===== src/rtl/core_imem_pkg.sv =====
// Shared types and constants for the rotation-core pixel buffer.
// Latency: n/a (package only).
// Backpressure: n/a (package only).
package core_imem_pkg;

  // Drain-side state of the buffer: waiting for a complete set, or replaying one.
  typedef enum logic [1:0] {
    P_FILL  = 2'h0,
    P_DRAIN = 2'h1
  } imem_state_e;

  // Rotation amounts, same encoding as core_set.
  localparam logic [1:0] P_DEG_0   = 2'd0;
  localparam logic [1:0] P_DEG_90  = 2'd1;
  localparam logic [1:0] P_DEG_180 = 2'd2;
  localparam logic [1:0] P_DEG_270 = 2'd3;

  localparam int P_SET_PIX = 64;

  // Clockwise rotation equivalent to the requested degrees/direction pair.
  function automatic logic [1:0] eff_rot(input logic [1:0] degrees, input logic direction);
    return direction ? degrees : (2'd0 - degrees);
  endfunction

endpackage


===== src/rtl/core_imem_rotidx.sv =====
// Maps a raster output index to the source index of a clockwise-rotated square set.
// Latency: combinational.
// Backpressure: none (pure function).
module core_imem_rotidx
  import core_imem_pkg::*;
#(
  parameter int P_DIM_W = 3
) (
  input  logic [1:0]           eff_i,
  input  logic [2*P_DIM_W-1:0] o_i,
  output logic [2*P_DIM_W-1:0] src_o
);

  logic [P_DIM_W-1:0] row;
  logic [P_DIM_W-1:0] col;

  assign row = o_i[2*P_DIM_W-1:P_DIM_W];
  assign col = o_i[P_DIM_W-1:0];

  // Edge length is a power of two, so (DIM-1)-x is simply ~x.
  always_comb begin
    src_o = o_i;
    case (eff_i)
      P_DEG_0:   src_o = {row, col};
      P_DEG_90:  src_o = {~col, row};
      P_DEG_180: src_o = {~row, ~col};
      P_DEG_270: src_o = {col, ~row};
      default:   src_o = o_i;
    endcase
  end

endmodule


===== src/rtl/core_imem.sv =====
// Pixel set buffer: captures one raster set, replays it rotated; IMEM_PINGPONG_EN adds a second bank.
// Latency: first rotated pixel valid the cycle after the last write accept; 1 pixel/cycle each side.
// Backpressure: WREADY low while the fill bank awaits drain; RDATA held while RVALID && !RREADY.
module core_imem
  import core_imem_pkg::*;
#(
  parameter int P_PIX_W   = 24,
  parameter int P_SET_DIM = 8
) (
  input  logic               I_IM_HCLK,
  input  logic               I_IM_HRESET_N,
  input  logic               I_IM_CLEAR,
  input  logic [P_PIX_W-1:0] I_IM_WDATA,
  input  logic               I_IM_WVALID,
  output logic               O_IM_WREADY,
  input  logic               I_IM_PAD,
  input  logic [1:0]         I_IM_DEGREES,
  input  logic               I_IM_DIRECTION,
  output logic [P_PIX_W-1:0] O_IM_RDATA,
  output logic               O_IM_RVALID,
  input  logic               I_IM_RREADY,
  output logic [15:0]        O_IM_SETS
);

  localparam int DIM_W   = $clog2(P_SET_DIM);
  localparam int IDX_W   = 2 * DIM_W;
  localparam int SET_PIX = P_SET_DIM * P_SET_DIM;
  localparam logic [IDX_W-1:0] LAST_IDX = '1;

  imem_state_e        state_q, state_d;
  logic [IDX_W-1:0]   w_idx_q, w_idx_d;
  logic [IDX_W-1:0]   o_q, o_d;
  logic [IDX_W-1:0]   load_o, src_addr;
  logic [P_PIX_W-1:0] rdata_q, rdata_d;
  logic [P_PIX_W-1:0] wr_val, rd_val;
  logic [15:0]        sets_q, sets_d;
  logic [1:0]         eff_in, rd_eff;
  logic               wready, rvalid;
  logic               wr_acc, rd_acc, fill_done, drain_done;
  logic               next_rdy, load, fwd;

  assign rvalid     = (state_q == P_DRAIN);
  assign wr_acc     = I_IM_WVALID & wready;
  assign rd_acc     = rvalid & I_IM_RREADY;
  assign fill_done  = wr_acc & (w_idx_q == LAST_IDX);
  assign drain_done = rd_acc & (o_q == LAST_IDX);
  assign wr_val     = I_IM_PAD ? '0 : I_IM_WDATA;
  assign eff_in     = eff_rot(I_IM_DEGREES, I_IM_DIRECTION);

  core_imem_rotidx #(.P_DIM_W(DIM_W)) u_rotidx (
    .eff_i (rd_eff),
    .o_i   (load_o),
    .src_o (src_addr)
  );

`ifdef IMEM_PINGPONG_EN
  logic                 fb_q, fb_d, db_q, db_d, rd_bank;
  logic [1:0]           full_q, full_d;
  logic [1:0][1:0]      eff_q, eff_d;
  logic [P_PIX_W-1:0]   mem_q [2*SET_PIX];

  assign wready   = ~full_q[fb_q];
  // While draining, a fill can only complete into the other bank, so it counts as "next ready".
  assign next_rdy = full_q[~db_q] | fill_done;
  assign rd_bank  = (state_q == P_FILL) ? fb_q : (drain_done ? ~db_q : db_q);
  assign rd_eff   = (fill_done && (rd_bank == fb_q)) ? eff_in : eff_q[rd_bank];
  // The pixel written on this edge may be the very one the output register wants.
  assign fwd      = wr_acc && (rd_bank == fb_q) && (src_addr == w_idx_q);
  assign rd_val   = fwd ? wr_val : mem_q[{rd_bank, src_addr}];

  // Bank bookkeeping: fill/drain pointers, occupancy and per-bank rotation.
  always_comb begin
    fb_d   = fb_q;
    db_d   = db_q;
    full_d = full_q;
    eff_d  = eff_q;
    if (fill_done) begin
      full_d[fb_q] = 1'b1;
      eff_d[fb_q]  = eff_in;
      fb_d         = ~fb_q;
      if (state_q == P_FILL) db_d = fb_q;
    end
    if (drain_done) begin
      full_d[db_q] = 1'b0;
      db_d         = ~db_q;
    end
    if (I_IM_CLEAR) begin
      fb_d   = 1'b0;
      db_d   = 1'b0;
      full_d = '0;
    end
  end

  // Bank bookkeeping registers.
  always_ff @(posedge I_IM_HCLK or negedge I_IM_HRESET_N) begin
    if (!I_IM_HRESET_N) begin
      fb_q   <= 1'b0;
      db_q   <= 1'b0;
      full_q <= '0;
      eff_q  <= '0;
    end else begin
      fb_q   <= fb_d;
      db_q   <= db_d;
      full_q <= full_d;
      eff_q  <= eff_d;
    end
  end

  // Pixel storage; contents survive clear and reset.
  always_ff @(posedge I_IM_HCLK) begin
    if (wr_acc && !I_IM_CLEAR) mem_q[{fb_q, w_idx_q}] <= wr_val;
  end
`else
  logic [1:0]           eff_q, eff_d;
  logic [P_PIX_W-1:0]   mem_q [SET_PIX];

  assign wready   = (state_q == P_FILL);
  assign next_rdy = 1'b0;
  assign rd_eff   = (state_q == P_FILL) ? eff_in : eff_q;
  // The pixel written on this edge may be the very one the output register wants.
  assign fwd      = wr_acc && (src_addr == w_idx_q);
  assign rd_val   = fwd ? wr_val : mem_q[src_addr];

  // Rotation is frozen when the set completes so mid-drain input changes are ignored.
  always_comb begin
    eff_d = eff_q;
    if (fill_done) eff_d = eff_in;
  end

  // Rotation register.
  always_ff @(posedge I_IM_HCLK or negedge I_IM_HRESET_N) begin
    if (!I_IM_HRESET_N) eff_q <= P_DEG_0;
    else                eff_q <= eff_d;
  end

  // Pixel storage; contents survive clear and reset.
  always_ff @(posedge I_IM_HCLK) begin
    if (wr_acc && !I_IM_CLEAR) mem_q[w_idx_q] <= wr_val;
  end
`endif

  // Fill/drain sequencing; clear overrides every accept in the same cycle.
  always_comb begin
    state_d = state_q;
    w_idx_d = w_idx_q;
    o_d     = o_q;
    sets_d  = sets_q;
    load    = 1'b0;
    load_o  = '0;
    if (wr_acc) w_idx_d = fill_done ? '0 : (w_idx_q + IDX_W'(1));
    case (state_q)
      P_FILL: begin
        if (fill_done) begin
          state_d = P_DRAIN;
          load    = 1'b1;
        end
      end
      P_DRAIN: begin
        if (rd_acc) begin
          if (drain_done) begin
            o_d    = '0;
            sets_d = sets_q + 16'd1;
            if (next_rdy) load = 1'b1;
            else          state_d = P_FILL;
          end else begin
            o_d    = o_q + IDX_W'(1);
            load_o = o_q + IDX_W'(1);
            load   = 1'b1;
          end
        end
      end
      default: state_d = P_FILL;
    endcase
    if (I_IM_CLEAR) begin
      state_d = P_FILL;
      w_idx_d = '0;
      o_d     = '0;
      sets_d  = sets_q;
      load    = 1'b0;
    end
  end

  // Output register only moves on a new pixel, so it holds through stalls.
  always_comb begin
    rdata_d = rdata_q;
    if (load) rdata_d = rd_val;
  end

  // Control and output registers.
  always_ff @(posedge I_IM_HCLK or negedge I_IM_HRESET_N) begin
    if (!I_IM_HRESET_N) begin
      state_q <= P_FILL;
      w_idx_q <= '0;
      o_q     <= '0;
      rdata_q <= '0;
      sets_q  <= '0;
    end else begin
      state_q <= state_d;
      w_idx_q <= w_idx_d;
      o_q     <= o_d;
      rdata_q <= rdata_d;
      sets_q  <= sets_d;
    end
  end

  assign O_IM_WREADY = wready;
  assign O_IM_RVALID = rvalid;
  assign O_IM_RDATA  = rdata_q;
  assign O_IM_SETS   = sets_q;

endmodule


===== config.mk =====
export PLATFORM = sky130hd
export DESIGN_NAME = core_imem
export DESIGN_NICKNAME = d
export VERILOG_FILES = /design/src/rtl/core_imem_pkg.sv /design/src/rtl/core_imem_rotidx.sv /design/src/rtl/core_imem.sv
export SDC_FILE = /design/constraint.sdc
export NUM_CORES = 2
export LEC_CHECK = 0
export ABC_AREA = 0
export BUFFER_PORTS_ARGS = -buffer_cell sky130_fd_sc_hd__buf_2
export CORE_AREA = 2 2 501 503
export DETAILED_ROUTE_END_ITERATION = 6
export DIE_AREA = 0 0 503 505
export PLACE_DENSITY = 0.4
export SLEW_MARGIN = 40
export SYNTH_ARGS = -nofsm -noshare
export SYNTH_HDL_FRONTEND = slang
export SYNTH_SLANG_ARGS = --single-unit

===== constraint.sdc =====
create_clock -name I_IM_HCLK -period 3.6 [get_ports I_IM_HCLK]
set_clock_uncertainty 0.05 [all_clocks]
set_input_delay 0.36 -clock I_IM_HCLK [delete_from_list [all_inputs] [get_ports I_IM_HCLK]]
set_output_delay 0.36 -clock I_IM_HCLK [all_outputs]
set_load 0.02 [all_outputs]

# == Yosys cells after proc, flatten, opt, wreduce, memory -nomap -nowiden ==
# Memories as Yosys holds them, arrays and structs flattened. A register that Yosys moved wholly into a read port is not among the register bits.
# Cells that the tools add are included.
# totals
output_inout_bits,42
input_bits,33
ram_bits,1536
elab_cells,62
reg_bits,32
latchBits,0
rom_bits,0
memories,1
# classes
n_shift,0
add_sub_neg,4
muxes,25
n_mul,0
div,0
n_eq_ne,9
reduce_logical,11
bitwise_logic,7
order_cmp,0
# mem_list
memory,depth,word_bits,read_ports,rd_ports_with_merged_regs,write_ports,line_no,text
mem_q,64,24,1,1,1,core_imem.sv:115,logic [P_PIX_W-1:0] mem_q [SET_PIX];
# ops
cell,n
2-to-1 mux 6 bit,9
2-to-1 mux 24 bit,1
one-hot mux 6 bit (4 select lines),1
"adder 16 x 1 -> 16 bit, second input constant",1
"adder 6 x 1 -> 6 bit, second input constant",2
"equality test 6 bit, second input constant",2
2-to-1 mux 2 bit,6
"inequality test 3 x 2 -> 1 bit, second input constant",3
2-to-1 mux 1 bit,6
inverter 3 bit,2
nonzero test 2 bit,3
bitwise AND 1 bit,4
"equality test 2 x 1 -> 1 bit, second input constant",2
"equality test 2 bit, second input constant",2
logical NOT 2 bit,2
one-hot mux 2 bit (2 select lines),1
AND reduction 4 bit,1
AND reduction 3 bit,1
logical NOT 1 bit,2
one-hot mux 1 bit (2 select lines),1
AND reduction 2 bit,1
"subtractor 1 x 2 -> 2 bit, first input constant",1
logical AND 1 bit,1
inverter 1 bit,1

# == Logic depth before layout (Yosys ltp) ==
# depth
word_depth,8
mapped_depth,14
ltp_nobuf,10

# == Hierarchy ==
# Synthesis repeated with hierarchy kept, for this count alone.
# hier_totals
hier_cells,2979
area_unflattened_um2,62040.8
# modules_own_cells
module,instances,cells_each,seq_area_each_um2,area_each_um2
core_imem,1,2962,47500.6,61905.6
core_imem_rotidx,1,17,0.0,135.1

# == Worst setup path before layout ==
# OpenSTA, ideal clock, no wires.
# synth_timing
path_kind,register -> register
from,register state_q[0]
to,"register rdata_q[13], in the netlist O_IM_RDATA[13], read port of mem_q"
path_stages_with_launch,13
setup_time_ps,141
arrival_time_ps,2933
path_buffers,4
period_less_slack_ps,3125
required_time_ps,3409
path_slack_ps,475
path_cell_list,dfrtp_1 buf_4 nor4b_2 a221o_2 buf_4 xnor2_1 buf_2 buf_2 mux2i_1 a32oi_1 a32o_1 a211oi_1 o2111ai_1
# synth_via
elab_chain_cells,8
word_cells_on_any_way,22
cone_classes,4 x eq/ne; 10 x mux; 6 x bitwise; 2 x reduce/logical
# synth_rtl
element,line_no,text
"start, declared",core_imem.sv:30,"imem_state_e state_q, state_d;"
"start signal, assigned",core_imem.sv:198,state_q <= state_d;
equality test 2 x 1 -> 1 bit,"core_imem.sv:42, core_imem.sv:151",
bitwise AND 1 bit,core_imem.sv:44,assign rd_acc = rvalid & I_IM_RREADY;
bitwise AND 1 bit,core_imem.sv:46,assign drain_done = rd_acc & (o_q == LAST_IDX);
2-to-1 mux 6 bit,core_imem.sv:160,if (drain_done) begin
2-to-1 mux 6 bit,core_imem.sv:159,if (rd_acc) begin
2-to-1 mux 6 bit,core_imem.sv:151,case (state_q)
inverter 3 bit (on tied branches),"core_imem_rotidx.sv:26, core_imem_rotidx.sv:27, core_imem_rotidx.sv:25",
one-hot mux 6 bit (4 select lines),core_imem_rotidx.sv:23,case (eff_i)
"end, declared",core_imem.sv:34,"logic [P_PIX_W-1:0] rdata_q, rdata_d;"
# Parallel ways exist; a longest one is shown, timed or not.
# A chain may end at the register's enable or synchronous reset.

# == Worst setup path after layout ==
# layout_timing
from,register state_q[0]
to,"register rdata_q[3], in the netlist O_IM_RDATA[3], read port of mem_q"
# Same word-level chain as after synthesis.

==> results.env <==
RUN_STATUS='finished, violations left'
VIOLATIONS='setup timing'
GPL.FINAL_WEIGHTED_CONGESTION=0.849
TIMING.CRITICAL_PATH.MAX_DELAY_FAMILY='compound AO/OA/AOI/OAI gates'
SLEW_VIOL_FINAL=0
ROUTED.TOP_LAYER='met5'
CELL_INTERNAL_PWR_mW=32.0
YS_SEQ_AREA_SHARE_PCT=76.7
POWER-PER-CELL-AREA_nW_PER_UM2=502
CORE_AREA_UM2=248000
R2R.WORST_PATH.CELLS=13
DIE_WIDTH_UM=503
VDD_IR_DROP_MAX_V=0.000338
CLOCK_LATENCY_ON_THE_WORST_SKEW_PAIR_NS=0.84
CLK_ROOT_BUFFER_CELL='sky130_fd_sc_hd__clkbuf_16'
SYNTH.CELL_AREA_UM2=61900
GRT_PASS1_VIAS=40505
CTS_HTREE_LEVELS=4
YOSYSUNIQUECELLTYPES=78
HEADROOM_TO_THE_MAX_SLEW_LIMIT_PCT=41.9
GLOBAL_ROUTE.OVERFLOW_TOTAL=0
SYNTH_ASYNC_SR_FLOP_SHARE_PCT=3.46
DETAILROUTE.WIRELENGTH.MET3_UM=14700
TIGHTESTPINTRANSITION_NS=0.871
MET1_LENGTH_UM=109000
WORST-SETUP-PATH-TYPE='flop to flop'
CTS_NUM_SINKS=1591
YOSYS_MOST_USED_DFF='sky130_fd_sc_hd__edfxtp_1'
PATH_BUF_INV=5
NETLIST.AREA_LEADER.SHARE_PCT=74.5
FINAL.PERIOD_UTILIZATION_PCT=104
DRT.ANTENNA.VIOLATING_NETS=0
DRV.MAX_CAP_VIOLATION_COUNT=0
PORT_BUFFERS=74
SETUP.WORST_PATH.START_CLASS='flop'
WL_PER_CELL_UM=28.5
CLOCK_SHARE_OF_POWER_PCT=41.8
LAYOUT-DRIVE-GT1-SHARE_PCT=33.0
MOSTFREQUENTLAYOUTCELLS='sky130_fd_sc_hd__edfxtp_1 (1536), sky130_fd_sc_hd__buf_4 (600), sky130_fd_sc_hd__nand2_1 (361), sky130_fd_sc_hd__nor2_1 (238), sky130_fd_sc_hd__a21oi_1 (223)'
TIMING.CRITICAL_PATH.SLOWEST_STAGE_CELL='sky130_fd_sc_hd__nor4_2'
SHARE_SEQ_OF_TOTAL_POWER_PCT=48.6
CRIT_CHAIN='buf_6 > mux2_4 > o211a_4 > o31a_1 > buf_4 > nor2_4 > buf_12 > buf_6 > buf_4 > a2111oi_0 > nor4_2 > o22a_4 > o211ai_1'
NUMBER_OF_BUFFERS_INSERTED_DURING_CLOCK_TREE_SYNTHESIS=180
GRT_START_MAX_NET_PINS=66
FINISH.NET_COUNT=4897
UTILIZATION_PCT=33.8
CLOCK_TREE_FROM_TRITONCTS='yes'
TIMING.CRITICAL_PATH.SLOWEST_CELL_DELAY_NS=0.58
SYNTH_ENABLE_FLOP_CELLS=1536
FINAL_COMMON_CELL='sky130_fd_sc_hd__edfxtp_1'
YS_SEQ_ELEMENTS=1591
CRIT_PATH_END_KIND='flop'
DRT-TOTAL-WL_UM=238000
MIN_PATH_TYPE='input pin to asynchronous set/reset pin'
SYNTH_AREA_PER_CELL_UM2=15.4
P_SW_mW=10.2
COMBINATIONALPOWERSHARE_PCT=9.6
IO_PINS=75
POST-ROUTE-WORST-SETUP-SLACK_NS=-0.131
DETAIL_ROUTE.ITER0.VIOLATIONS=3934
FIRSTDRTPASSITERS=7
VIAS=41011
DRT_DRC_VIOLATIONS_LEFT=0
CLKTRANSATPATHREGS_NS=0.06
PATH_MAX_FANOUT=7
CLOCK_PATH_BUFFERS=3
FLOORPLAN.DIE_AREA_UM2=254000
POSTSYNTHNETCOUNT=4056
GRT_SETUP_UNREPAIRED='yes'
POWER.SHARE.SWITCHING_PCT=24.1
LARGEST_CELLS_BY_AREA_AFTER_SYNTHESIS='sky130_fd_sc_hd__edfxtp_1 (74%), sky130_fd_sc_hd__mux2i_1 (2.8%), sky130_fd_sc_hd__dfrtp_1 (2.2%)'
DR_WL_MET2_UM=110000
START_UTIL_PCT=25.0
SETUP_VIOL=12
FMAX_MHz=268
YS_WARN_COUNT=0
FINAL-HOLD-VIOLATION-COUNT=0
POSTSYNTHCELLCOUNT=4020
STD_CELL_ROWS=183
ANTENNA_FOUND_INITIAL=21
NUMBER_OF_LOGIC_STAGES_ON_THE_CRITICAL_PATH_INCLUDING_BUFFERING=13
FINAL_PERIOD_MINUS_WORST_SETUP_SLACK_NS=3.73
DATA_REQUIRED_TIME_OF_THE_CRITICAL_PATH_NS=4.24
TOTAL_GLOBAL_ROUTE_TRACK_USAGE_PCT=18.2
FIN_TOTAL_PWR_mW=42.1
WORST_EP_ARRIVAL_TIME_NS=4.37
DIE_Y_UM=505
AVGVIACOUNTPERCELL=4.91
GLOBAL_ROUTE_WIRE_LENGTH_BEFORE_REPAIR_UM=326000
AREAGROWTHSYNTHTOFINISH_PCT=35.5
POWER.LEAKAGE_nW=27.4
SYNTH_TOP_AREA_CELL='sky130_fd_sc_hd__edfxtp_1'
PLACE.DETAILED.HPWL_UM=142000
==> per-layer routing <==
layer / vias up / track usage, %
met2: 1196 / 28.5
met5: - / 0
met1: 21683 / 25.9
li1: 17892 / -
met4: 2 / 4.48
met3: 238 / 3.25
==> final timing paths <==
check	startpoint	end	slack (ns)
worst max-delay path	state_q[0]$_DFFE_PN0P_	O_IM_RDATA[3]$_DFFE_PN0P_	-0.13
worst min-delay path	I_IM_HRESET_N	O_IM_SETS[13]$_DFFE_PN0P_	0.005
worst max register to register	state_q[0]$_DFFE_PN0P_	O_IM_RDATA[3]$_DFFE_PN0P_	-0.13
worst min register to register	O_IM_SETS[15]$_DFFE_PN0P_	O_IM_SETS[15]$_DFFE_PN0P_	0.41
max in group asynchronous	I_IM_HRESET_N	O_IM_RDATA[10]$_DFFE_PN0P_	2.81
min in group I_IM_HCLK	I_IM_WDATA[19]	mem_q[41][19]$_DFFE_PP_	0.09
==> cell usage after synthesis, drive strengths merged, types with 4 or more instances <==
| cell | n |
|---|---|
| a2111oi | 95 |
| a211oi | 9 |
| a21oi | 231 |
| a221o | 9 |
| a221oi | 12 |
| a22oi | 4 |
| a311oi | 21 |
| a31oi | 71 |
| a32oi | 33 |
| and3 | 32 |
| and3b | 7 |
| and4 | 4 |
| buf | 120 |
| clkbuf | 161 |
| dfrtp | 55 |
| edfxtp | 1536 |
| inv | 5 |
| mux2i | 172 |
| nand2 | 362 |
| nand2b | 4 |
| nand3 | 68 |
| nand4 | 47 |
| nor2 | 322 |
| nor2b | 29 |
| nor3 | 15 |
| nor4 | 166 |
| o2111ai | 26 |
| o211ai | 22 |
| o21a | 5 |
| o21ai | 20 |
| o221ai | 126 |
| o22a | 23 |
| o22ai | 124 |
| or2 | 4 |
| or3 | 6 |
| xnor2 | 20 |
| xor2 | 11 |
==> flip-flops by register name, summed over array words and instances (netlist names) <==
name / cells
O_IM_SETS: 16
w_idx_q: 6
o_q: 6
O_IM_RDATA: 24
state_q: 1
mem_q: 1536
eff_q: 2
==> power groups by stage <==
stage	clock, mW	sequential [mW]	combinational, mW
finish	17.6	20.5	4.03
global route	18.7	20.5	4.23
CTS	18.0	20.5	3.71
detailed placement	0	20.9	3.32
global placement	0	20.9	3.30
floorplan	0	20.8	1.27
==> stage by stage <==
| stage | area, um2 | hold slack, ns | setup TNS [ns] | cells | worst slack [ns] |
|---|---|---|---|---|---|
| 2_1_floorplan | 61900 | 0.0144 | 0 | 4020 | 0.475 |
| 3_3_place_gp | 72900 | 0.409 | -12.85 | 7845 | -1.35 |
| 3_5_place_dp | 73000 | 0.408 | -9.73 | 7848 | -0.862 |
| 4_1_cts | 81300 | 0.000695 | -0.402 | 8277 | -0.0579 |
| 5_1_grt | 83900 | 0.0224 | -2.04 | 8345 | -0.161 |
| 6_report | 83900 | 0.00547 | -0.682 | 8349 | -0.131 |
==> cell families (layout without fill, tap and decap cells) <==
kind of cell / after synthesis / in the layout / share of synthesized area (%)
AND/OR/NAND/NOR: 1078 / 1078 / 8.14
buffers and inverters: 286 / 1279 / 1.97
adder cells (fa/ha/maj): 3 / 3 / 0.0606
other: 0 / 6 / 0
AO/OA/AOI/OAI: 856 / 856 / 9.83
multiplexers: 175 / 175 / 2.85
XOR/XNOR: 31 / 31 / 0.463
flip-flops: 1591 / 1591 / 76.7
==> repair_timing <==
item                                    in CTS  in global routing
cloned                                      14                  8
setup buffers                               76                 66
hold endpoints to repair                    97                  4
gates resized for setup                    315                342
pin swaps                                   72                 85
endpoints found under the setup margin      24                 24
hold buffers                                11                  1
==> layout make-up <==
class                      instances  area, um2
timing repair buffer             940       9830
clock inverter                   111        886
tap                             3330       4170
antenna                            6       15.0
fill                           24091     164000
multi-input combinational       2143      16800
clock buffer                     223       4730
inverter                           5       18.8
sequential                      1591      47500
(Power assumes the default switching activity.)
